File: config.mk
export PLATFORM = sky130hd
export DESIGN_NAME = mem_arbiter_flat
export DESIGN_NICKNAME = d
export VERILOG_FILES = /design/src/rtl/mem_arbiter_if.sv /design/src/rtl/mem_arbiter.sv /design/src/flat_wrapper.sv
export SDC_FILE = /design/constraint.sdc
export NUM_CORES = 1
export LEC_CHECK = 0
export CAP_MARGIN = 20
export CORE_ASPECT_RATIO = 1.25
export CORE_MARGIN = 4
export CORE_UTILIZATION = 63
export CTS_BUF_LIST = sky130_fd_sc_hd__clkbuf_16
export CTS_CLUSTER_DIAMETER = 200
export CTS_CLUSTER_SIZE = 30
export DETAILED_ROUTE_END_ITERATION = 12
export DONT_BUFFER_PORTS = 1
export PLACE_DENSITY = 0.82
export SYNTH_ARGS = -nofsm -noshare
export SYNTH_HDL_FRONTEND = slang
export SYNTH_SLANG_ARGS = --single-unit
export TNS_END_PERCENT = 50
File: constraint.sdc
create_clock -name clk -period 2.2 [get_ports clk]
set_clock_uncertainty 0.1 [all_clocks]
set_input_delay 0.44 -clock clk [delete_from_list [all_inputs] [get_ports clk]]
set_output_delay 0.44 -clock clk [all_outputs]
set_load 0.05 [all_outputs]
File: src/rtl/mem_arbiter_if.sv
// Bus bundle for the two-client memory arbiter:
// fetch port, data port and the shared external memory port.
interface mem_arbiter_if;
    logic        if_req;
    logic [31:0] if_addr;
    logic        if_ack;
    logic [31:0] if_data;
    logic        if_err;

    logic        d_req;
    logic        d_we;
    logic [3:0]  d_be;
    logic [31:0] d_addr;
    logic [31:0] d_wdata;
    logic        d_ack;
    logic [31:0] d_rdata;
    logic        d_err;

    logic        mem_req;
    logic        mem_we;
    logic [3:0]  mem_be;
    logic [31:0] mem_addr;
    logic [31:0] mem_wdata;
    logic        mem_ready;
    logic [31:0] mem_rdata;

    modport slave (
        input  if_req, if_addr,
        input  d_req, d_we, d_be, d_addr, d_wdata,
        input  mem_ready, mem_rdata,
        output if_ack, if_data, if_err,
        output d_ack, d_rdata, d_err,
        output mem_req, mem_we, mem_be, mem_addr, mem_wdata
    );

    modport master (
        output if_req, if_addr,
        output d_req, d_we, d_be, d_addr, d_wdata,
        output mem_ready, mem_rdata,
        input  if_ack, if_data, if_err,
        input  d_ack, d_rdata, d_err,
        input  mem_req, mem_we, mem_be, mem_addr, mem_wdata
    );
endinterface

File: src/rtl/mem_arbiter.sv
// Two-client round-robin memory arbiter (fetch + data) with
// single-cycle acks and a watchdog for unanswered requests.
module mem_arbiter #(
    parameter int TIMEOUT = 64
) (
    input  logic          clk,
    input  logic          reset,
    mem_arbiter_if.slave  bus
);

    typedef enum logic [1:0] {IDLE, BUSY, RESP} state_t;

    localparam logic [15:0] LAST = 16'(TIMEOUT - 1);

    state_t      state;
    state_t      state_nxt;
    logic        last_grant;
    logic        gnt;
    logic        pick;
    logic        any_req;
    logic        expire;
    logic        err_flag;
    logic [15:0] cnt;

    // 1 selects the data port; ties go to the port not served last
    assign any_req = bus.if_req | bus.d_req;
    assign pick    = (bus.if_req & bus.d_req) ? ~last_grant : bus.d_req;
    assign expire  = (TIMEOUT != 0) && (cnt == LAST) && !bus.mem_ready;

    assign bus.if_err = bus.if_ack & err_flag;
    assign bus.d_err  = bus.d_ack & err_flag;

    // State register
    always_ff @(posedge clk or negedge reset) begin
        if (!reset) state <= IDLE;
        else        state <= state_nxt;
    end

    // Next-state logic
    always_comb begin
        state_nxt = state;
        unique case (state)
            IDLE:    if (any_req) state_nxt = BUSY;
            BUSY:    if (bus.mem_ready || expire) state_nxt = RESP;
            RESP:    state_nxt = IDLE;
            default: state_nxt = IDLE;
        endcase
    end

    // Grant latch, memory port, watchdog and response registers
    always_ff @(posedge clk or negedge reset) begin
        if (!reset) begin
            last_grant    <= 1'b1;
            gnt           <= 1'b0;
            cnt           <= '0;
            err_flag      <= 1'b0;
            bus.mem_req   <= 1'b0;
            bus.mem_we    <= 1'b0;
            bus.mem_be    <= '0;
            bus.mem_addr  <= '0;
            bus.mem_wdata <= '0;
            bus.if_ack    <= 1'b0;
            bus.if_data   <= '0;
            bus.d_ack     <= 1'b0;
            bus.d_rdata   <= '0;
        end else begin
            bus.if_ack <= 1'b0;
            bus.d_ack  <= 1'b0;
            unique case (state)
                IDLE: begin
                    if (any_req) begin
                        gnt         <= pick;
                        last_grant  <= pick;
                        bus.mem_req <= 1'b1;
                        cnt         <= '0;
                        err_flag    <= 1'b0;
                        if (pick) begin
                            bus.mem_we    <= bus.d_we;
                            bus.mem_be    <= bus.d_be;
                            bus.mem_addr  <= bus.d_addr;
                            bus.mem_wdata <= bus.d_wdata;
                        end else begin
                            bus.mem_we    <= 1'b0;
                            bus.mem_be    <= 4'hF;
                            bus.mem_addr  <= bus.if_addr;
                            bus.mem_wdata <= '0;
                        end
                    end
                end
                BUSY: begin
                    if (bus.mem_ready) begin
                        bus.mem_req <= 1'b0;
                        if (gnt) begin
                            bus.d_rdata <= bus.mem_we ? 32'h0 : bus.mem_rdata;
                            bus.d_ack   <= 1'b1;
                        end else begin
                            bus.if_data <= bus.mem_rdata;
                            bus.if_ack  <= 1'b1;
                        end
                    end else if (expire) begin
                        bus.mem_req <= 1'b0;
                        err_flag    <= 1'b1;
                        if (gnt) begin
                            bus.d_rdata <= 32'hDEAD_BEEF;
                            bus.d_ack   <= 1'b1;
                        end else begin
                            bus.if_data <= 32'hDEAD_BEEF;
                            bus.if_ack  <= 1'b1;
                        end
                    end else begin
                        cnt <= cnt + 16'd1;
                    end
                end
                default: ;
            endcase
        end
    end

endmodule

File: src/flat_wrapper.sv
// flat-port wrapper written by rule: the top's interface ports become plain ports
module mem_arbiter_flat 
#(
    parameter int TIMEOUT = 64
)
  (clk, reset, bus_if_req, bus_if_addr, bus_d_req, bus_d_we, bus_d_be, bus_d_addr, bus_d_wdata, bus_mem_ready, bus_mem_rdata, bus_if_ack, bus_if_data, bus_if_err, bus_d_ack, bus_d_rdata, bus_d_err, bus_mem_req, bus_mem_we, bus_mem_be, bus_mem_addr, bus_mem_wdata);
  mem_arbiter_if bus_i ();
  input  logic clk;
  input  logic reset;
  input wire logic [$bits(bus_i.if_req)-1:0] bus_if_req;
  input wire logic [$bits(bus_i.if_addr)-1:0] bus_if_addr;
  input wire logic [$bits(bus_i.d_req)-1:0] bus_d_req;
  input wire logic [$bits(bus_i.d_we)-1:0] bus_d_we;
  input wire logic [$bits(bus_i.d_be)-1:0] bus_d_be;
  input wire logic [$bits(bus_i.d_addr)-1:0] bus_d_addr;
  input wire logic [$bits(bus_i.d_wdata)-1:0] bus_d_wdata;
  input wire logic [$bits(bus_i.mem_ready)-1:0] bus_mem_ready;
  input wire logic [$bits(bus_i.mem_rdata)-1:0] bus_mem_rdata;
  output wire logic [$bits(bus_i.if_ack)-1:0] bus_if_ack;
  output wire logic [$bits(bus_i.if_data)-1:0] bus_if_data;
  output wire logic [$bits(bus_i.if_err)-1:0] bus_if_err;
  output wire logic [$bits(bus_i.d_ack)-1:0] bus_d_ack;
  output wire logic [$bits(bus_i.d_rdata)-1:0] bus_d_rdata;
  output wire logic [$bits(bus_i.d_err)-1:0] bus_d_err;
  output wire logic [$bits(bus_i.mem_req)-1:0] bus_mem_req;
  output wire logic [$bits(bus_i.mem_we)-1:0] bus_mem_we;
  output wire logic [$bits(bus_i.mem_be)-1:0] bus_mem_be;
  output wire logic [$bits(bus_i.mem_addr)-1:0] bus_mem_addr;
  output wire logic [$bits(bus_i.mem_wdata)-1:0] bus_mem_wdata;
  assign bus_i.if_req = bus_if_req;
  assign bus_i.if_addr = bus_if_addr;
  assign bus_i.d_req = bus_d_req;
  assign bus_i.d_we = bus_d_we;
  assign bus_i.d_be = bus_d_be;
  assign bus_i.d_addr = bus_d_addr;
  assign bus_i.d_wdata = bus_d_wdata;
  assign bus_i.mem_ready = bus_mem_ready;
  assign bus_i.mem_rdata = bus_mem_rdata;
  assign bus_if_ack = bus_i.if_ack;
  assign bus_if_data = bus_i.if_data;
  assign bus_if_err = bus_i.if_err;
  assign bus_d_ack = bus_i.d_ack;
  assign bus_d_rdata = bus_i.d_rdata;
  assign bus_d_err = bus_i.d_err;
  assign bus_mem_req = bus_i.mem_req;
  assign bus_mem_we = bus_i.mem_we;
  assign bus_mem_be = bus_i.mem_be;
  assign bus_mem_addr = bus_i.mem_addr;
  assign bus_mem_wdata = bus_i.mem_wdata;
  mem_arbiter #(.TIMEOUT(TIMEOUT)) u_core (.clk(clk), .reset(reset), .bus(bus_i));
endmodule
* Word level (Yosys, flattened, before mapping)
Index checks and enable logic that the tools add are counted.
** Word-level totals
- Register bits :: 157
- Bits of input ports :: 138
- Output and inout bits :: 138
** Cells by class
- Add/subtract/negate cells :: 1
- Equality and inequality tests :: 8
- Mux-type cells :: 37
- Bitwise operators :: 6
- Reduce and logical (&&, ||, !) cells :: 13
** Operator list (number)
- 32-bit two-way mux :: 11
- 16-bit two-way mux :: 3
- 16-bit case mux with 2 select lines :: 1
- 16-bit by 1-bit adder with 16-bit output, second input constant :: 1
- 16-bit by 6-bit == test with 1-bit output, second input constant :: 1
- 1-bit two-way mux :: 16
- 3-bit AND reduction :: 3
- 4-bit AND reduction :: 2
- 2-bit by 1-bit != test with 1-bit output, second input constant :: 3
- 2-bit two-way mux :: 2
- 4-bit two-way mux :: 1
- 2-bit != test, second input constant :: 2
- 1-bit case mux with 2 select lines :: 2
- 2-bit case mux with 2 select lines :: 1
- 2-bit AND reduction :: 2
- 2-bit nonzero test :: 2
- 1-bit bitwise AND :: 3
- 3-bit by 2-bit != test with 1-bit output, second input constant :: 1
- 2-bit by 1-bit == test with 1-bit output, second input constant :: 1
- 2-bit zero test :: 1
- 1-bit inverter :: 2
- 1-bit logical AND :: 1
- 1-bit zero test :: 1
- 1-bit logical OR :: 1
- 1-bit bitwise OR :: 1

* Longest topological paths before layout
Gate-level depths: netlist (run 1).
- Depth in word-level cells :: 5
- Mapped depth :: 8
- Mapped depth without buffers :: 6

* Worst setup path before layout (run 1)
OpenSTA, ideal clock, no wires.
- Path type :: reg-to-reg
- From :: register u_core.cnt[0]
- To :: register u_core.bus.if_data[10]
- Setup time :: 82 ps
- Data arrival time :: 1863 ps
- Data required time :: 2018 ps
- Slack :: 155 ps
- Cell stages (with the launch flop) :: 9
- Buffers on the path :: 3
- Period minus slack after synthesis :: 2045 ps
- Cell sequence :: dfrtp_1 -> ha_1 -> and3_1 -> buf_2 -> nand4_1 -> or4_4 -> buf_6 -> buf_12 -> a22oi_2
** Between the ends
- Cells in the longest elaborated chain, start to end :: 4
** RTL lines
- start, declared :: RTL line mem_arbiter.sv:23 : logic [15:0] cnt;
- start signal, assigned :: RTL line mem_arbiter.sv:111 : cnt <= cnt + 16'd1;
- 16-bit by 6-bit == test with 1-bit output :: RTL line mem_arbiter.sv:28 : assign expire = (TIMEOUT != 0) && (cnt == LAST) && !bus.mem_ready;
- 1-bit logical AND :: RTL line mem_arbiter.sv:28
- 2-bit nonzero test (no source line)
- 3-bit AND reduction (no source line)
- end signal, assigned :: RTL line mem_arbiter.sv:97 : bus.if_data <= bus.mem_rdata;
- end, declared :: RTL line mem_arbiter_if.sv:31 : output if_ack, if_data, if_err,
Every way passes these cells.
A chain may end at the register's enable or synchronous reset.

* Final worst setup path (run 1)
- From :: register u_core.cnt[0]
- To :: register u_core.bus.if_data[5]
The elaborated chain is that of the path after synthesis.

==> results.cfg, run 1 <==
[power_and_ir_drop]
irDropWorstVdd_v = 0.00109
power_mw = 15.7
power.density_nw_per_um2 = 1990
leakagePower_nw = 3.50

[clock_tree]
ctsLongestPathBuffers = 2
cts-htree-levels = 4
clock_latency_ns = 0.42
clk_pin_slew_ns = 0.07
cts_tree = built
cts_root_buf = clkbuf_16
cts_buffers = 17
cts_sinks = 157

[detailed_routing]
wl_per_cell_um = 23.0
drt_pre_antenna_iters = 5
vias = 5430
vias_per_cell = 6.59
drc = 0
drt-initial-drc-count = 389
ant_nets = 0
drt_wl_total_um = 19000

[setup_path]
critPathLaunchType = flip-flop
cpLargestDelayFamily = simple AND/OR/NAND/NOR gates
path_depth = 6
cp.arrival_ns = 2.38
cp-end-kind = flip-flop
reg2reg_from = u_core.cnt[0]$_DFFE_PN0P_
cp.buffers_inverters = 1
cp.required_ns = 2.44
r2r_end = u_core.bus.if_data[5]$_DFFE_PN0P_
path_cells = ha_2 > and3_1 > nand4_1 > buf_4 > or4_4 > a22oi_2
r2r_cells = 6
slowest_stage = or4_4
max_stage_delay_ns = 0.64
crit_type = reg2reg
worstPathMaxFanout = 12
reg2reg_slack_ns = 0.06

[global_route]
track_usage_pct = 28.9
grt_pass1_wl_um = 29100
grt_max_degree = 158
grt_antenna_before_repair = 0
gr-total-overflow = 0
grt_pass1_vias = 5461

[timing]
worstMarginPinSlew_ns = 0.615
report.final.slew_viol_count = 0
tns_ns = 0
fin_crit_ns = 2.14
setup_viol = 0
relSlewSlack_pct = 58.9
fmax_mhz = 467
hold_viol_final = 157
final.period_utilization_pct = 97.4
finalHoldWorstSlack_ns = -0.383

[status]
status = complete, but fails checks
violations = hold timing

[cells_and_area]
register_area_um2 = 3930
nFillCells = 768
final_layout_size_suffix_gt1_share_pct = 13.4
antenna_cells = 0
final_common_cell = dfrtp_1
multiInputGateArea_um2 = 2870
final_cell_mix = 156 x dfrtp_1, 103 x nand2_1, 91 x o21ai_0
fin_nets = 815
flow.area_growth_from_synthesis_pct = 10.7

[logic_synthesis]
yosys.area.top_type = dfrtp_1
seq_area_frac_synth_pct = 55.3
syn_inst = 682
netlist_area_um2 = 7110
ys.flop_type = dfrtp_1
synth_area_leaders = dfrtp_1 55%, o21ai_0 6.4%, nand2_1 5.5%, mux2i_1 5.1%, a22o_1 5.1%
synth_edf_count = 0
synthesis.nets = 821
ys_ff_latch = 157
synthArstFlopShare_pct = 100
avgSynthCellArea_um2 = 10.4
yosysUniqueCellTypes = 56
yosysWarningCount = 0
synth_top_area_share_pct = 54.9

[worst_hold_path]
hold_path.class = in2async

[floorplanning]
rows = 43
fp.dieW_um = 103
io_pins = 276
dieArea_um2 = 13100
start_util_pct = 64.1
core-area_um2 = 11100
die_h_um = 127

[job]
maxCapViolations = 0

[place]
hpwl_um = 13600
gp_congestion = 0.903
port_buffers = 0
==> how the worst max path moves through the flow <==
stage / from / end / slack (ns)
6_report: u_core.cnt[0]$_DFFE_PN0P_ / u_core.bus.if_data[5]$_DFFE_PN0P_ / 0.06
3_5_place_dp: u_core.cnt[9]$_DFFE_PN0P_ / u_core.bus.if_data[2]$_DFFE_PN0P_ / 0.005
4_1_cts: u_core.cnt[9]$_DFFE_PN0P_ / u_core.bus.if_data[2]$_DFFE_PN0P_ / 0.009
2_1_floorplan: u_core.cnt[0]$_DFFE_PN0P_ / u_core.bus.if_data[10]$_DFFE_PN0P_ / 0.16
3_3_place_gp: u_core.cnt[9]$_DFFE_PN0P_ / u_core.bus.if_data[2]$_DFFE_PN0P_ / 0.09
5_1_grt: u_core.cnt[9]$_DFFE_PN0P_ / u_core.bus.if_data[12]$_DFFE_PN0P_ / -0.02
==> registers in the layout, summed over array words and instances, names as in the netlist <==
register,cells
u_core.bus.mem_we,1
u_core.gnt,1
u_core.cnt,16
u_core.bus.mem_req,1
u_core.bus.d_rdata,32
u_core.bus.mem_addr,32
u_core.bus.mem_be,4
u_core.state,2
u_core.bus.if_ack,1
u_core.last_grant,1
u_core.bus.d_ack,1
u_core.bus.mem_wdata,32
u_core.bus.if_data,32
u_core.err_flag,1
==> synthesized netlist by cell type (6+ instances only) <==
cell type and count:
a21o_1 9, a22o_1 41, a22oi_2 18, a31oi_1 6
buf_2 9, clkbuf_1 35, dfrtp_1 156, inv_1 28
mux2i_1 36, nand2_1 104, nand3_1 16, nand4_1 7
nor2_1 35, nor4_1 6, o211ai_1 10, o21ai_0 91
==> metal layers <==
layer	global-route usage (%)	vias to the layer above	wire [um]	part of all wire, %
met3	10.6	35	2080	11
li1	-	2426	-	-
met4	9.91	0	405	2.1
met2	48.1	307	9620	51
met5	0	-	0	0
met1	34.3	2662	6880	36
==> metrics by stage <==
stage               std cells  hold slack [ns]  utilization, %  worst slack (ns)  area (um2)
CTS                       823           -0.396            70.8           0.00928        7840
global route              824           -0.402            71.0           -0.0223        7860
detailed placement        790           0.0479            65.4           0.00541        7250
floorplan                 682           0.0444               -             0.155        7110
global placement          790           0.0479            65.4            0.0913        7250
finish                    824           -0.383            71.0            0.0581        7860
==> cell families (layout without fill, tap and decap cells) <==
| family | after synthesis | in the layout | share of synthesized area [%] |
|---|---|---|---|
| buffers and inverters | 78 | 84 | 4.95 |
| DFF | 157 | 157 | 55.3 |
| adders and majority gates | 1 | 1 | 0.176 |
| AOI/OAI and AO/OA | 209 | 209 | 21.4 |
| and+or+nand+nor | 201 | 202 | 13.1 |
| muxes | 36 | 36 | 5.07 |
==> power by group <==
group	switching [mW]	internal, mW
combinational	1.88	1.42
clock	1.32	1.51
sequential	5.45	4.10
total	8.65	7.03
==> layout make-up <==
type                    instances  area share (%)
flip-flops and latches        157            50.0
multi-input cells             448            36.5
clock buffers                  17            5.41
repair buffers                 22            2.63
well taps                     135            2.15
clock inverters                15            1.89
inverters                      30            1.43
==> what timing repair did <==
action	CTS	global route
endpoints found under the setup margin	1	33
endpoints found under the hold margin	157	157
pin swaps	1	2
cloned	1	0
setup buffers	0	1
resized for setup	2	3
Note: power is estimated with default switching activity, not from simulation.
==> run 2, diff against run 1 <==
--- a/config.mk
+++ b/config.mk
@@ -6,7 +6,7 @@
 export NUM_CORES = 1
 export LEC_CHECK = 0
 export CAP_MARGIN = 20
-export CORE_ASPECT_RATIO = 1.25
+export CORE_ASPECT_RATIO = 0.6
 export CORE_MARGIN = 4
 export CORE_UTILIZATION = 63
 export CTS_BUF_LIST = sky130_fd_sc_hd__clkbuf_16
@@ -14,8 +14,9 @@
 export CTS_CLUSTER_SIZE = 30
 export DETAILED_ROUTE_END_ITERATION = 12
 export DONT_BUFFER_PORTS = 1
+export GPL_ROUTABILITY_DRIVEN = 0
 export PLACE_DENSITY = 0.82
 export SYNTH_ARGS = -nofsm -noshare
 export SYNTH_HDL_FRONTEND = slang
 export SYNTH_SLANG_ARGS = --single-unit
-export TNS_END_PERCENT = 50
+export TNS_END_PERCENT = 10
==> run 2 against run 1 <==
The run still ends with hold timing left. Final cell count is 1.1% higher. Design area grew 1.2%. Setup slack better by 0.026 ns. Combinational power is essentially flat. Critical endpoint is now u_core.bus.if_data[13]$_DFFE_PN0P_.
==> results.cfg, run 2 (synthesized netlist as in run 1, its figures left out) <==
[setup_path]
cp.buffers_inverters = 2
reg2reg_from = u_core.cnt[9]$_DFFE_PN0P_
crit_type = reg2reg
critPathLaunchType = flip-flop
cp.arrival_ns = 2.34
cpLargestDelayFamily = simple AND/OR/NAND/NOR gates
cp-end-kind = flip-flop
startpoint = u_core.cnt[9]$_DFFE_PN0P_
max_stage_delay_ns = 0.53
path_cells = nor4_4 > nand4_1 > buf_4 > or4_4 > buf_12 > a22oi_2
cp.required_ns = 2.43
slowest_stage = or4_4
worstPathMaxFanout = 8

[global_route]
track_usage_pct = 29.1
grt_pass1_wl_um = 30400
grt_max_degree = 158
grt_antenna_before_repair = 0
grt_pass1_vias = 5265
gr-total-overflow = 0

[power_and_ir_drop]
power_frac_seq_pct = 60.8
irDropWorstVdd_v = 0.00121
leakagePower_nw = 3.54
p_sw_share_pct = 55.2
p_comb_share_pct = 21.0
power_mw = 15.8
clkPwrFrac_pct = 18.2
power.switching_mw = 8.72
p_int_mw = 7.09
power.density_nw_per_um2 = 1990

[detailed_routing]
wl_per_cell_um = 22.9
drt_wl_total_um = 19100
ant_nets = 0
vias_per_cell = 6.54
drt-initial-drc-count = 522
drt_pre_antenna_iters = 5
vias = 5451
drc = 0

[timing]
final.period_utilization_pct = 96.2
worstMarginPinSlew_ns = 0.579
relSlewSlack_pct = 61.4
finalHoldWorstSlack_ns = -0.395
tns_ns = 0
hold_viol_final = 157
setup_slack_ns = 0.0845
report.final.slew_viol_count = 0
grt_setup_unrepaired = yes
fin_crit_ns = 2.12
fmax_mhz = 473
setup_viol = 0

[clock_tree]
clock_latency_ns = 0.42
cts_buffers = 17
ctsLongestPathBuffers = 2
cts_tree = built
cts-htree-levels = 4
cts_sinks = 157
cts_root_buf = clkbuf_16
clk_pin_slew_ns = 0.08

[cells_and_area]
fin_nets = 820
final_cell_mix = 153 x dfrtp_1, 103 x nand2_1, 89 x o21ai_0
final_common_cell = dfrtp_1
nFillCells = 715
antenna_cells = 0
final_layout_size_suffix_gt1_share_pct = 14.6
design_area_um2 = 7960
flow.area_growth_from_synthesis_pct = 11.9

[floorplanning]
rows = 29
core-area_um2 = 10800
die_h_um = 90.3
io_pins = 276
dieArea_um2 = 13100
start_util_pct = 65.9
fp.dieW_um = 145

[status]
violations = hold timing
status = complete, but fails checks

[place]
port_buffers = 0
hpwl_um = 13900
dp_slack_ns = -0.0334
dpl_cell_area_um2 = 7260

[worst_hold_path]
hold_path.class = in2async

[job]
maxCapViolations = 0
==> run 2: cell types whose count changed in the layout (fill, tap and decap cells not counted), sizes merged <==
cell | previous run | this run
buf | 22 | 27
clkinv | 6 | 8
inv | 37 | 35
==> run 2: through the flow <==
| stage | cells | util [%] |
|---|---|---|
| global placement | 795 | 67.4 |
| floorplan | 682 | - |
| finish | 833 | 73.8 |
| global route | 833 | 73.8 |
| detailed placement | 795 | 67.4 |
| CTS | 831 | 73.5 |
==> run 2: power by group through the flow <==
stage,Sequential (mW),Combinational (mW),Clock (mW)
floorplan,9.16,2.58,0
global placement,9.63,3.00,0
detailed placement,9.68,3.21,0
CTS,9.63,3.24,2.91
global route,9.75,3.71,3.06
finish,9.62,3.32,2.87
==> run 2: per-layer routing <==
layer | global-route usage [%] | vias up | routed length (um)
met5 | 0 | - | 0
met1 | 37.1 | 2696 | 7340
met3 | 9.53 | 29 | 1870
li1 | - | 2423 | -
met4 | 7.90 | 0 | 277
met2 | 48.6 | 303 | 9630
==> run 2: layout make-up <==
cell class / instances / area (um2) / area share (%)
clock buffers: 17 / 425 / 5.35
clock inverters: 15 / 176 / 2.22
inverters: 30 / 113 / 1.42
multi-input cells: 448 / 2880 / 36.2
flip-flops and latches: 157 / 3930 / 49.4
well taps: 139 / 174 / 2.19
repair buffers: 27 / 253 / 3.18
==> run 2: final timing paths <==
| kind | endpoint | slack (ns) | depth (start not counted) |
|---|---|---|---|
| hold / removal | u_core.bus.d_rdata[17]$_DFFE_PN0P_ | -0.39 | 0 |
| max in group asynchronous | u_core.bus.mem_we$_DFFE_PN0P_ | 2.07 | 0 |
| hold reg to reg | u_core.last_grant$_DFFE_PN1P_ | 0.39 | 2 |
| min in group clk | u_core.bus.if_data[14]$_DFFE_PN0P_ | 0.05 | 2 |
| setup / recovery | u_core.bus.if_data[13]$_DFFE_PN0P_ | 0.08 | 6 |
| setup reg to reg | u_core.bus.if_data[13]$_DFFE_PN0P_ | 0.08 | 6 |
==> run 2: what timing repair did <==
action / 4_1_cts / 5_1_grt
setup buffers: 3 / 2
setup endpoints to repair: 24 / 35
pin swaps: 2 / 3
hold endpoints to repair: 157 / 157
gates cloned: 1 / 0
resized for setup: 2 / 8
==> run 3, diff against run 2 <==
--- a/config.mk
+++ b/config.mk
@@ -10,7 +10,6 @@
 export CORE_MARGIN = 4
 export CORE_UTILIZATION = 63
 export CTS_BUF_LIST = sky130_fd_sc_hd__clkbuf_16
-export CTS_CLUSTER_DIAMETER = 200
 export CTS_CLUSTER_SIZE = 30
 export DETAILED_ROUTE_END_ITERATION = 12
 export DONT_BUFFER_PORTS = 1
==> results of run 3 <==
Final layout, timing and power as in run 2 (identical DEF).
